$ cat config.mk
export PLATFORM = sky130hd
export DESIGN_NAME = mem_access_ctrl_flat
export DESIGN_NICKNAME = d
export VERILOG_FILES = /design/src/rtl/mem_access_ctrl_if.sv /design/src/rtl/mem_access_ctrl.sv /design/src/flat_wrapper.sv
export SDC_FILE = /design/constraint.sdc
export NUM_CORES = 1
export LEC_CHECK = 0
export ABC_AREA = 1
export ABC_CLOCK_PERIOD_IN_PS = 9300
export CAP_MARGIN = 20
export CORE_ASPECT_RATIO = 0.75
export CORE_MARGIN = 1
export CORE_UTILIZATION = 49
export CTS_CLUSTER_SIZE = 40
export DETAILED_ROUTE_END_ITERATION = 8
export PLACE_DENSITY = 0.95
export SYNTH_ARGS = -nofsm -noshare
export SYNTH_HDL_FRONTEND = slang
export SYNTH_SLANG_ARGS = --single-unit
$ cat constraint.sdc
create_clock -name clk_i -period 9.3 [get_ports clk_i]
set_clock_uncertainty 0.2 [all_clocks]
set_input_delay 2.325 -clock clk_i [delete_from_list [all_inputs] [get_ports clk_i]]
set_output_delay 2.325 -clock clk_i [all_outputs]
set_load 0.02 [all_outputs]
$ cat src/rtl/mem_access_ctrl_if.sv
// Mem-stage and data-bus signal bundle for mem_access_ctrl.
// master = the controller, slave = the pipeline/bus side driving it.
interface mem_access_ctrl_if #(
    parameter int ADDR_WIDTH = 32,
    parameter int DATA_WIDTH = 32
);
    logic                  req_i;
    logic                  we_i;
    logic [1:0]            size_i;
    logic                  unsigned_i;
    logic [ADDR_WIDTH-1:0] addr_i;
    logic [DATA_WIDTH-1:0] wdata_i;
    logic                  stall_o;
    logic                  done_o;
    logic                  err_o;
    logic [DATA_WIDTH-1:0] rdata_o;
    logic                  bus_req_o;
    logic                  bus_we_o;
    logic [ADDR_WIDTH-1:0] bus_addr_o;
    logic [3:0]            bus_be_o;
    logic [DATA_WIDTH-1:0] bus_wdata_o;
    logic                  bus_gnt_i;
    logic                  bus_rvalid_i;
    logic [DATA_WIDTH-1:0] bus_rdata_i;

    modport master (
        input  req_i, we_i, size_i, unsigned_i, addr_i, wdata_i,
        input  bus_gnt_i, bus_rvalid_i, bus_rdata_i,
        output stall_o, done_o, err_o, rdata_o,
        output bus_req_o, bus_we_o, bus_addr_o, bus_be_o, bus_wdata_o
    );

    modport slave (
        output req_i, we_i, size_i, unsigned_i, addr_i, wdata_i,
        output bus_gnt_i, bus_rvalid_i, bus_rdata_i,
        input  stall_o, done_o, err_o, rdata_o,
        input  bus_req_o, bus_we_o, bus_addr_o, bus_be_o, bus_wdata_o
    );
endinterface

$ cat src/rtl/mem_access_ctrl.sv
// Load/store sequencer for a single-outstanding req/gnt/rvalid data bus,
// with byte-lane steering, load extension and alignment/timeout errors.
module mem_access_ctrl #(
    parameter int ADDR_WIDTH = 32,
    parameter int DATA_WIDTH = 32,
    parameter int TIMEOUT    = 255
) (
    input  logic              clk_i,
    input  logic              rst_i,
    mem_access_ctrl_if.master mem
);
    // state  | meaning
    // IDLE   | waiting for a load/store from the mem stage
    // REQ    | bus_req_o high, waiting for grant
    // WAIT   | load granted, waiting for read data
    // DONE   | access finished cleanly, done_o pulse
    // ERR    | misaligned/illegal/timeout, done_o + err_o pulse
    typedef enum logic [2:0] {
        S_IDLE,
        S_REQ,
        S_WAIT,
        S_DONE,
        S_ERR
    } state_t;

    localparam int TW = $clog2(TIMEOUT + 1);

    state_t                state;
    logic [TW-1:0]         tmo_cnt;
    logic [1:0]            lat_size;
    logic                  lat_unsigned;
    logic [1:0]            lat_off;

    logic                  misaligned;
    logic                  tmo_hit;
    logic [3:0]            be_next;
    logic [DATA_WIDTH-1:0] wdata_next;
    logic [DATA_WIDTH-1:0] shifted;
    logic [DATA_WIDTH-1:0] load_ext;

    always_comb begin
        misaligned = 1'b0;
        be_next    = 4'b1111;
        wdata_next = mem.wdata_i;
        case (mem.size_i)
            2'b00: begin
                be_next    = 4'b0001 << mem.addr_i[1:0];
                wdata_next = {4{mem.wdata_i[7:0]}};
            end
            2'b01: begin
                misaligned = mem.addr_i[0];
                be_next    = mem.addr_i[1] ? 4'b1100 : 4'b0011;
                wdata_next = {2{mem.wdata_i[15:0]}};
            end
            2'b10: misaligned = (mem.addr_i[1:0] != 2'b00);
            default: misaligned = 1'b1;
        endcase
    end

    // Load data is extracted from the lane picked by the latched byte offset.
    always_comb begin
        shifted  = mem.bus_rdata_i >> {lat_off, 3'b000};
        load_ext = shifted;
        case (lat_size)
            2'b00:   load_ext = {{(DATA_WIDTH-8){~lat_unsigned & shifted[7]}}, shifted[7:0]};
            2'b01:   load_ext = {{(DATA_WIDTH-16){~lat_unsigned & shifted[15]}}, shifted[15:0]};
            default: load_ext = shifted;
        endcase
    end

    assign tmo_hit = (tmo_cnt == TW'(TIMEOUT - 1));

    // Reset gates stall so every output reads 0 while rst_i is high.
    always_comb begin
        mem.stall_o = ~rst_i & (((state == S_IDLE) & mem.req_i) |
                                (state == S_REQ) | (state == S_WAIT));
    end

    always_ff @(posedge clk_i or posedge rst_i) begin
        if (rst_i) begin
            state           <= S_IDLE;
            tmo_cnt         <= '0;
            lat_size        <= 2'b00;
            lat_unsigned    <= 1'b0;
            lat_off         <= 2'b00;
            mem.done_o      <= 1'b0;
            mem.err_o       <= 1'b0;
            mem.rdata_o     <= '0;
            mem.bus_req_o   <= 1'b0;
            mem.bus_we_o    <= 1'b0;
            mem.bus_addr_o  <= '0;
            mem.bus_be_o    <= 4'b0000;
            mem.bus_wdata_o <= '0;
        end else begin
            mem.done_o <= 1'b0;
            mem.err_o  <= 1'b0;
            case (state)
                S_IDLE: begin
                    if (mem.req_i) begin
                        if (misaligned) begin
                            state      <= S_ERR;
                            mem.done_o <= 1'b1;
                            mem.err_o  <= 1'b1;
                        end else begin
                            state           <= S_REQ;
                            tmo_cnt         <= '0;
                            lat_size        <= mem.size_i;
                            lat_unsigned    <= mem.unsigned_i;
                            lat_off         <= mem.addr_i[1:0];
                            mem.bus_req_o   <= 1'b1;
                            mem.bus_we_o    <= mem.we_i;
                            mem.bus_addr_o  <= {mem.addr_i[ADDR_WIDTH-1:2], 2'b00};
                            mem.bus_be_o    <= be_next;
                            mem.bus_wdata_o <= wdata_next;
                        end
                    end
                end
                S_REQ: begin
                    tmo_cnt <= tmo_cnt + TW'(1);
                    if (mem.bus_gnt_i) begin
                        mem.bus_req_o <= 1'b0;
                        if (mem.bus_we_o) begin
                            state      <= S_DONE;
                            mem.done_o <= 1'b1;
                        end else begin
                            state <= S_WAIT;
                        end
                    end else if (tmo_hit) begin
                        state         <= S_ERR;
                        mem.bus_req_o <= 1'b0;
                        mem.done_o    <= 1'b1;
                        mem.err_o     <= 1'b1;
                    end
                end
                S_WAIT: begin
                    tmo_cnt <= tmo_cnt + TW'(1);
                    if (mem.bus_rvalid_i) begin
                        state       <= S_DONE;
                        mem.rdata_o <= load_ext;
                        mem.done_o  <= 1'b1;
                    end else if (tmo_hit) begin
                        state      <= S_ERR;
                        mem.done_o <= 1'b1;
                        mem.err_o  <= 1'b1;
                    end
                end
                S_DONE:  state <= S_IDLE;
                S_ERR:   state <= S_IDLE;
                default: state <= S_IDLE;
            endcase
        end
    end
endmodule

$ cat src/flat_wrapper.sv
// flat-port wrapper written by rule: the top's interface ports become plain ports
module mem_access_ctrl_flat 
#(
    parameter int ADDR_WIDTH = 32,
    parameter int DATA_WIDTH = 32,
    parameter int TIMEOUT    = 255
)
  (clk_i, rst_i, mem_req_i, mem_we_i, mem_size_i, mem_unsigned_i, mem_addr_i, mem_wdata_i, mem_bus_gnt_i, mem_bus_rvalid_i, mem_bus_rdata_i, mem_stall_o, mem_done_o, mem_err_o, mem_rdata_o, mem_bus_req_o, mem_bus_we_o, mem_bus_addr_o, mem_bus_be_o, mem_bus_wdata_o);
  mem_access_ctrl_if #(.ADDR_WIDTH(ADDR_WIDTH), .DATA_WIDTH(DATA_WIDTH)) mem_i ();
  input  logic clk_i;
  input  logic rst_i;
  input wire logic [$bits(mem_i.req_i)-1:0] mem_req_i;
  input wire logic [$bits(mem_i.we_i)-1:0] mem_we_i;
  input wire logic [$bits(mem_i.size_i)-1:0] mem_size_i;
  input wire logic [$bits(mem_i.unsigned_i)-1:0] mem_unsigned_i;
  input wire logic [$bits(mem_i.addr_i)-1:0] mem_addr_i;
  input wire logic [$bits(mem_i.wdata_i)-1:0] mem_wdata_i;
  input wire logic [$bits(mem_i.bus_gnt_i)-1:0] mem_bus_gnt_i;
  input wire logic [$bits(mem_i.bus_rvalid_i)-1:0] mem_bus_rvalid_i;
  input wire logic [$bits(mem_i.bus_rdata_i)-1:0] mem_bus_rdata_i;
  output wire logic [$bits(mem_i.stall_o)-1:0] mem_stall_o;
  output wire logic [$bits(mem_i.done_o)-1:0] mem_done_o;
  output wire logic [$bits(mem_i.err_o)-1:0] mem_err_o;
  output wire logic [$bits(mem_i.rdata_o)-1:0] mem_rdata_o;
  output wire logic [$bits(mem_i.bus_req_o)-1:0] mem_bus_req_o;
  output wire logic [$bits(mem_i.bus_we_o)-1:0] mem_bus_we_o;
  output wire logic [$bits(mem_i.bus_addr_o)-1:0] mem_bus_addr_o;
  output wire logic [$bits(mem_i.bus_be_o)-1:0] mem_bus_be_o;
  output wire logic [$bits(mem_i.bus_wdata_o)-1:0] mem_bus_wdata_o;
  assign mem_i.req_i = mem_req_i;
  assign mem_i.we_i = mem_we_i;
  assign mem_i.size_i = mem_size_i;
  assign mem_i.unsigned_i = mem_unsigned_i;
  assign mem_i.addr_i = mem_addr_i;
  assign mem_i.wdata_i = mem_wdata_i;
  assign mem_i.bus_gnt_i = mem_bus_gnt_i;
  assign mem_i.bus_rvalid_i = mem_bus_rvalid_i;
  assign mem_i.bus_rdata_i = mem_bus_rdata_i;
  assign mem_stall_o = mem_i.stall_o;
  assign mem_done_o = mem_i.done_o;
  assign mem_err_o = mem_i.err_o;
  assign mem_rdata_o = mem_i.rdata_o;
  assign mem_bus_req_o = mem_i.bus_req_o;
  assign mem_bus_we_o = mem_i.bus_we_o;
  assign mem_bus_addr_o = mem_i.bus_addr_o;
  assign mem_bus_be_o = mem_i.bus_be_o;
  assign mem_bus_wdata_o = mem_i.bus_wdata_o;
  mem_access_ctrl #(.ADDR_WIDTH(ADDR_WIDTH), .DATA_WIDTH(DATA_WIDTH), .TIMEOUT(TIMEOUT)) u_core (.clk_i(clk_i), .rst_i(rst_i), .mem(mem_i));
endmodule
==> results of run 1 <==
-- routing by layer --
metal	up-vias	track usage [%]	share of wire (%)
met5	-	0	0
met4	0	10.82	2.3
met3	43	11.95	11
met2	302	49.05	48
met1	2768	36.35	39
li1	2833	-	-
-- final cells by class --
| class | instances | area share, % |
|---|---|---|
| Clock buffer | 17 | 4.931 |
| Timing Repair Buffer | 210 | 24.28 |
| Sequential cell | 118 | 34.23 |
| Multi-Input combinational cell | 561 | 29.40 |
| Inverter | 62 | 2.727 |
| Clock inverter | 15 | 2.088 |
| Tap cell | 162 | 2.350 |
-- state kept, by name, summed over array words and instances, names as in the netlist --
| name | cells |
|---|---|
| u_core.state | 3 |
| u_core.mem.bus_req_o | 1 |
| u_core.mem.bus_we_o | 1 |
| u_core.tmo_cnt | 8 |
| u_core.lat_unsigned | 1 |
| u_core.mem.bus_be_o | 4 |
| u_core.lat_off | 2 |
| u_core.mem.done_o | 1 |
| u_core.lat_size | 2 |
| u_core.mem.bus_wdata_o | 32 |
| u_core.mem.err_o | 1 |
| u_core.mem.rdata_o | 32 |
| u_core.mem.bus_addr_o | 30 |
-- worst paths after layout --
| path | to | slack (ps) | cells past startpoint |
|---|---|---|---|
| hold reg to reg | u_core.mem.bus_addr_o[16] | 280 | 2 |
| setup reg to reg | u_core.mem.rdata_o[17] | 6580 | 7 |
| max in group asynchronous | u_core.mem.rdata_o[7] | 5400 | 3 |
| hold / removal | u_core.mem.bus_addr_o[16] | 280 | 2 |
| min in group asynchronous | u_core.mem.bus_addr_o[24] | 2280 | 2 |
| setup / recovery | mem_stall_o | 2870 | 6 |
-- critical path: stages --
cell	delay, ps
clkdlybuf4s50_1	450
inv_1	70
nor2_4	200
inv_1	90
a31oi_1	140
clkdlybuf4s50_1	630
-- where the power goes --
part           leakage [nW]  internal [mW]  switching [mW]  total, mW
sequential             1.46          0.753           0.168      0.921
clock                 0.290          0.422           0.248      0.671
combinational          2.51          0.613           0.812       1.42
-- kinds of logic (layout without fill, tap and decap cells) --
logic type / count (synthesis) / count (layout) / share of synthesized area [%]
and+or+nand+nor: 468 / 468 / 32.75
DFF: 118 / 118 / 49.44
buffers and inverters: 102 / 304 / 8.234
AOI/OAI and AO/OA: 88 / 88 / 8.946
adders and majority gates: 2 / 2 / 0.4190
other: 1 / 2 / 0.06279
xor gates and xnor gates: 1 / 1 / 0.1467
-- synthesized netlist by cell type, drive strengths merged --
cell type	count
buf	27
or2	25
a21oi	26
a31oi	8
o31ai	1
o21ai	40
ha	2
conb	1
inv	62
nand4	3
clkbuf	13
nand3	59
o2111ai	1
nand3b	3
o211ai	9
nor2	46
o22ai	1
xor2	1
nand2	331
dfrtp	118
nor3	1
a21o	2
-- stage by stage --
stage	hold WS [ps]	cell area [µm²]	instances
after CTS	279.8	8627	1145
final	275.1	8627	1145
after floorplan	258.8	5976	781
after detailed placement	263.7	8021	1113
after global placement	261.4	8021	1113
after global routing	294.6	8627	1145
-- placed cells by master, fill, tap and decap left out, types with 9 or more instances in the layout --
cell / n
dfrtp_1: 118
o21ai_2: 13
o21ai_1: 19
nand2_1: 328
nor2_1: 44
inv_1: 56
o211ai_1: 9
clkbuf_16: 17
clkdlybuf4s50_1: 207
nand3_1: 57
or2_2: 10
a21oi_1: 26
==> metrics, run 1 <==
initial antenna violation count 0; Placer Congestion 0.8741; IO Port Bufs 207; leading area contributor after synthesis dfrtp_1; Die Area 0.01264 mm²; Ports 210; ant diodes 0; RR Startpoint u_core.lat_off[0]; fmax 155.5 MHz; Max-Cap Viols 0; Core ar. 0.01174 mm²; total gr overflow 0; total CTS buffers 17; multi-input combinational cell area 0.002536 mm²; DRT iter0 DRCs 504; GRT Overall Usage 30.27%; pre-CTS WS 2893 ps; initial cell density of the core 50.86%; CP max FO 4; Synth cell types 35; status complete, but fails checks; Mean Syn Cell Area 7.656 µm²; synthesized flop and latch total 118; Remaining DRCs 1; WL per Instance 15.80 µm; Arr. time, crit path 3910 ps; final hold violation count 0; Hold-fix buffers, CTS 0; worst endpoint required time 6780 ps; Synth area leaders dfrtp_1 (49%), nand2_1 (21%), nand3_1 (4.8%); H-tree levels 4; via count 5,946; Pwr Total 3.016 mW; Cell Rows 34; RSZ-0062 raised after global routing no; worst skew pair latency 410 ps; Slew @ Worst Pin 945.0 ps; Yosys top cell area share 49.44%; largest net degree at the start of global routing 90; Final Max Tran Viols 0; Setup WS post-layout 2869 ps; hold path startpoint u_core.mem.bus_addr_o[16]; Routed Antenna Nets 0; First-pass DRT Iterations 7; fin crit share 69.15%; width of the die 129.5 µm; failing checks DRC; peak supply drop 0.2350 mV; Via density 5.193; CTS resizes 0; Synth Cell Area 0.005972 mm²; Core Util, Final 73.48%; Critical Path Start mem_req_i; TritonCTS clock tree yes; final wirelength 18,090 µm; P per Cell Area 349.6 mW/mm²; HPWL Detailed 12,210 µm; Post-CTS Setup Repair Bufs 0; Clock Tree Root clkbuf_16; clk sink count 118; # fillers 842; Clock Path Buffers 2; YS warnings 0; Mapped Cells 780; Final min period 6431 ps; vias in the first global route 5,973; register area 0.002953 mm²; die height 97.61 µm; clock-pin transition on the worst setup and hold timing paths 50 ps; first-pass GRT wire length 29,410 µm; # setup viols final 0; sequential fraction of the synthesis area 49.44%; Setup CP Type in2out; Startpoint Class primary input; Hold Path Class reg2reg; Net count, final 1,077; Worst Setup End Kind primary output; leakage 4.252 nW; Slew headroom 37.00%; layout cells sized above 1 7.426%; Fin Setup TNS 0 ps; synthesis-to-finish area growth 44.46%
Power figures use the tool's default switching activity.
==> inputs of run 2 (changes only) <==
ABC_CLOCK_PERIOD_IN_PS = 6200   (was 9300)
CORE_UTILIZATION = 46   (was 49)
PLACE_DENSITY = 0.93   (was 0.95)
clock period = 6.2 ns   (was 9.3 ns; I/O delays follow)
==> metrics, run 2 (synthesized netlist as in run 1, its figures left out) <==
status completed (was complete, but fails checks); Post-CTS Setup Repair Bufs 0 (unchanged); Via density 5.157 (was 5.193); TritonCTS clock tree yes (unchanged); CP delay by family, top buffers and inverters (unchanged); worst skew pair latency 420 ps (was 410 ps); Max-Cap Viols 0 (unchanged); CTS resizes 0 (unchanged); width of the die 133.6 µm (was 129.5 µm); most frequent cells in the layout nand2_1 (328), clkdlybuf4s50_1 (207), dfrtp_1 (118) (unchanged); worst stage delay on the critical path 640 ps (was 630 ps); Final min period 4879 ps; first-pass GRT wire length 29,160 µm (was 29,410 µm); Largest regs u_core.mem.bus_wdata_o x32, u_core.mem.rdata_o x32, u_core.mem.bus_addr_o x30 (unchanged); Startpoint Class primary input (unchanged); vias in the first global route 5,885 (was 5,973); total gr overflow 0 (unchanged); largest net degree at the start of global routing 72 (was 90); CP bufs+invs 4 (unchanged); worst endpoint required time 4450 ps (was 6780 ps); fin crit share 78.69%; power share of the clock group 22.5% (was 22.2%); Hold Path Class reg2reg (unchanged); RR Endpoint u_core.mem.rdata_o[24] (was u_core.mem.rdata_o[17]); Arr. time, crit path 3130 ps (was 3910 ps); die height 100.7 µm (was 97.61 µm); Routed Antenna Nets 0 (unchanged); Die Area 0.01345 mm² (was 0.01264 mm²); Slew @ Worst Pin 884.4 ps (was 945.0 ps); clock-pin transition on the worst setup and hold timing paths 60 ps (was 50 ps); sw frac 41.10% (was 40.72%); IO Port Bufs 207 (unchanged); CP endpoint mem_stall_o (unchanged); clk sink count 118 (unchanged); Net count, final 1,078 (was 1,077); CP max FO 4 (unchanged); cell chain of the critical path clkdlybuf4s50_1 -> inv_1 -> nor2_4 -> inv_1 -> a31oi_1 -> clkdlybuf4s50_1 (unchanged); part of the power in registers 30.5% (about the same); peak supply drop 0.3493 mV (was 0.2350 mV); Critical Path Start mem_req_i (unchanged); Hold-fix buffers, CTS 0 (unchanged); leakage 4.256 nW (was 4.252 nW); Fin Setup TNS 0 ps (unchanged); Clock Path Buffers 2 (unchanged); Core ar. 0.01248 mm² (was 0.01174 mm²); layout cells sized above 1 7.520% (was 7.426%); hold_ws 275.7 ps (was 275.1 ps); synthesis-to-finish area growth 44.67% (was 44.46%); Core Util, Final 69.22% (was 73.48%); Placer Congestion 0.9266 (was 0.8741); via count 5,931 (was 5,946); final wirelength 18,280 µm (was 18,090 µm); initial cell density of the core 47.85% (was 50.86%); Slew headroom 41.04% (was 37.00%); RSZ-0062 raised after global routing no (unchanged); Gate power share 47.0% (was 47.2%); total CTS buffers 17 (unchanged); Ports 210 (unchanged); Reg2Reg Depth 7 (unchanged); WL per Instance 15.90 µm (was 15.80 µm); Cell Rows 35 (was 34); RR Startpoint u_core.lat_off[0] (unchanged); HPWL Detailed 12,770 µm (was 12,210 µm); # setup viols final 0 (unchanged); worst reg-to-reg setup slack 3530 ps (was 6580 ps); ant diodes 0 (unchanged); Worst path slowest cell clkdlybuf4s50_1 (unchanged); Worst Setup End Kind primary output (unchanged); GRT Overall Usage 28.49% (was 30.27%); Remaining DRCs 0 (was 1); Setup CP Type in2out (unchanged); Power Internal 2.663 mW (was 1.788 mW); H-tree levels 4 (unchanged); DRT iter0 DRCs 405 (was 504); final hold violation count 0 (unchanged); P per Cell Area 523.3 mW/mm² (was 349.6 mW/mm²); initial antenna violation count 0 (unchanged); First-pass DRT Iterations 4 (was 7); fmax 205.0 MHz; commonest non-fill, non-tap cell in the layout nand2_1 (unchanged); total net switching power 1.858 mW (was 1.228 mW); Clock Tree Root clkbuf_16 (unchanged); Final Max Tran Viols 0 (unchanged); # fillers 995 (was 842); Worst path depth 6 (unchanged)
-- run 2: cell count changes in the layout (fill, tap and decap cells not counted), sizes merged --
| cell | delta |
|---|---|
| bufinv | -1 |
| buf | +1 |
| inv | +5 |
| clkinv | -5 |
| clkbuf | +1 |
-- run 2: through the flow --
stage	power [mW]	cell area, µm²	cells	setup WS, ps
after global routing	4.801	8640	1150	1283
after floorplan	2.561	5976	781	1321
after global placement	3.429	8034	1118	1400
after CTS	4.531	8640	1150	1333
after detailed placement	3.489	8034	1118	1342
final	4.521	8640	1150	1321
-- run 2: worst min path at each step --
stage,startpoint,end,slack (ps),depth (start not counted)
global placement,u_core.mem.bus_addr_o[16],u_core.mem.bus_addr_o[16],260,2
floorplan,u_core.lat_size[0],u_core.lat_size[0],260,2
finish,u_core.mem.rdata_o[2],u_core.mem.rdata_o[2],280,2
CTS,u_core.mem.bus_addr_o[16],u_core.mem.bus_addr_o[16],280,2
detailed placement,u_core.mem.bus_addr_o[16],u_core.mem.bus_addr_o[16],260,2
global route,u_core.mem.bus_addr_o[12],u_core.mem.bus_addr_o[12],300,2
-- run 2: cell type report --
class	count	area, µm²	share of cell area (%)
inverter	62	235.2	2.723
sequential	118	2953	34.18
clock inverter	14	166.4	1.926
clock buffer	18	439.2	5.083
tap	166	207.7	2.404
multi-input combinational	561	2536	29.36
timing repair buffer	211	2102	24.33
-- run 2: tightest hold or removal path: cells and delay by family, from the launching register on --
kind | cells | cell delay (ps)
and+or+nand+nor | 2 | 100
DFF | 1 | 340
-- run 2: power groups by stage --
stage / Combinational [mW] / Sequential [mW] / Clock [mW]
final: 2.12 / 1.38 / 1.02
after global routing: 2.31 / 1.42 / 1.07
after CTS: 2.13 / 1.37 / 1.03
after detailed placement: 2.12 / 1.37 / 0
after global placement: 2.06 / 1.37 / 0
after floorplan: 0.848 / 1.71 / 0
-- run 2: routing by layer --
metal	routed length, µm	global-route usage [%]	vias to the layer above
li1	-	-	2841
met1	7297	33.98	2793
met2	8800	48.16	263
met3	1714	8.597	34
met4	469	12.24	0
met5	0	0	-
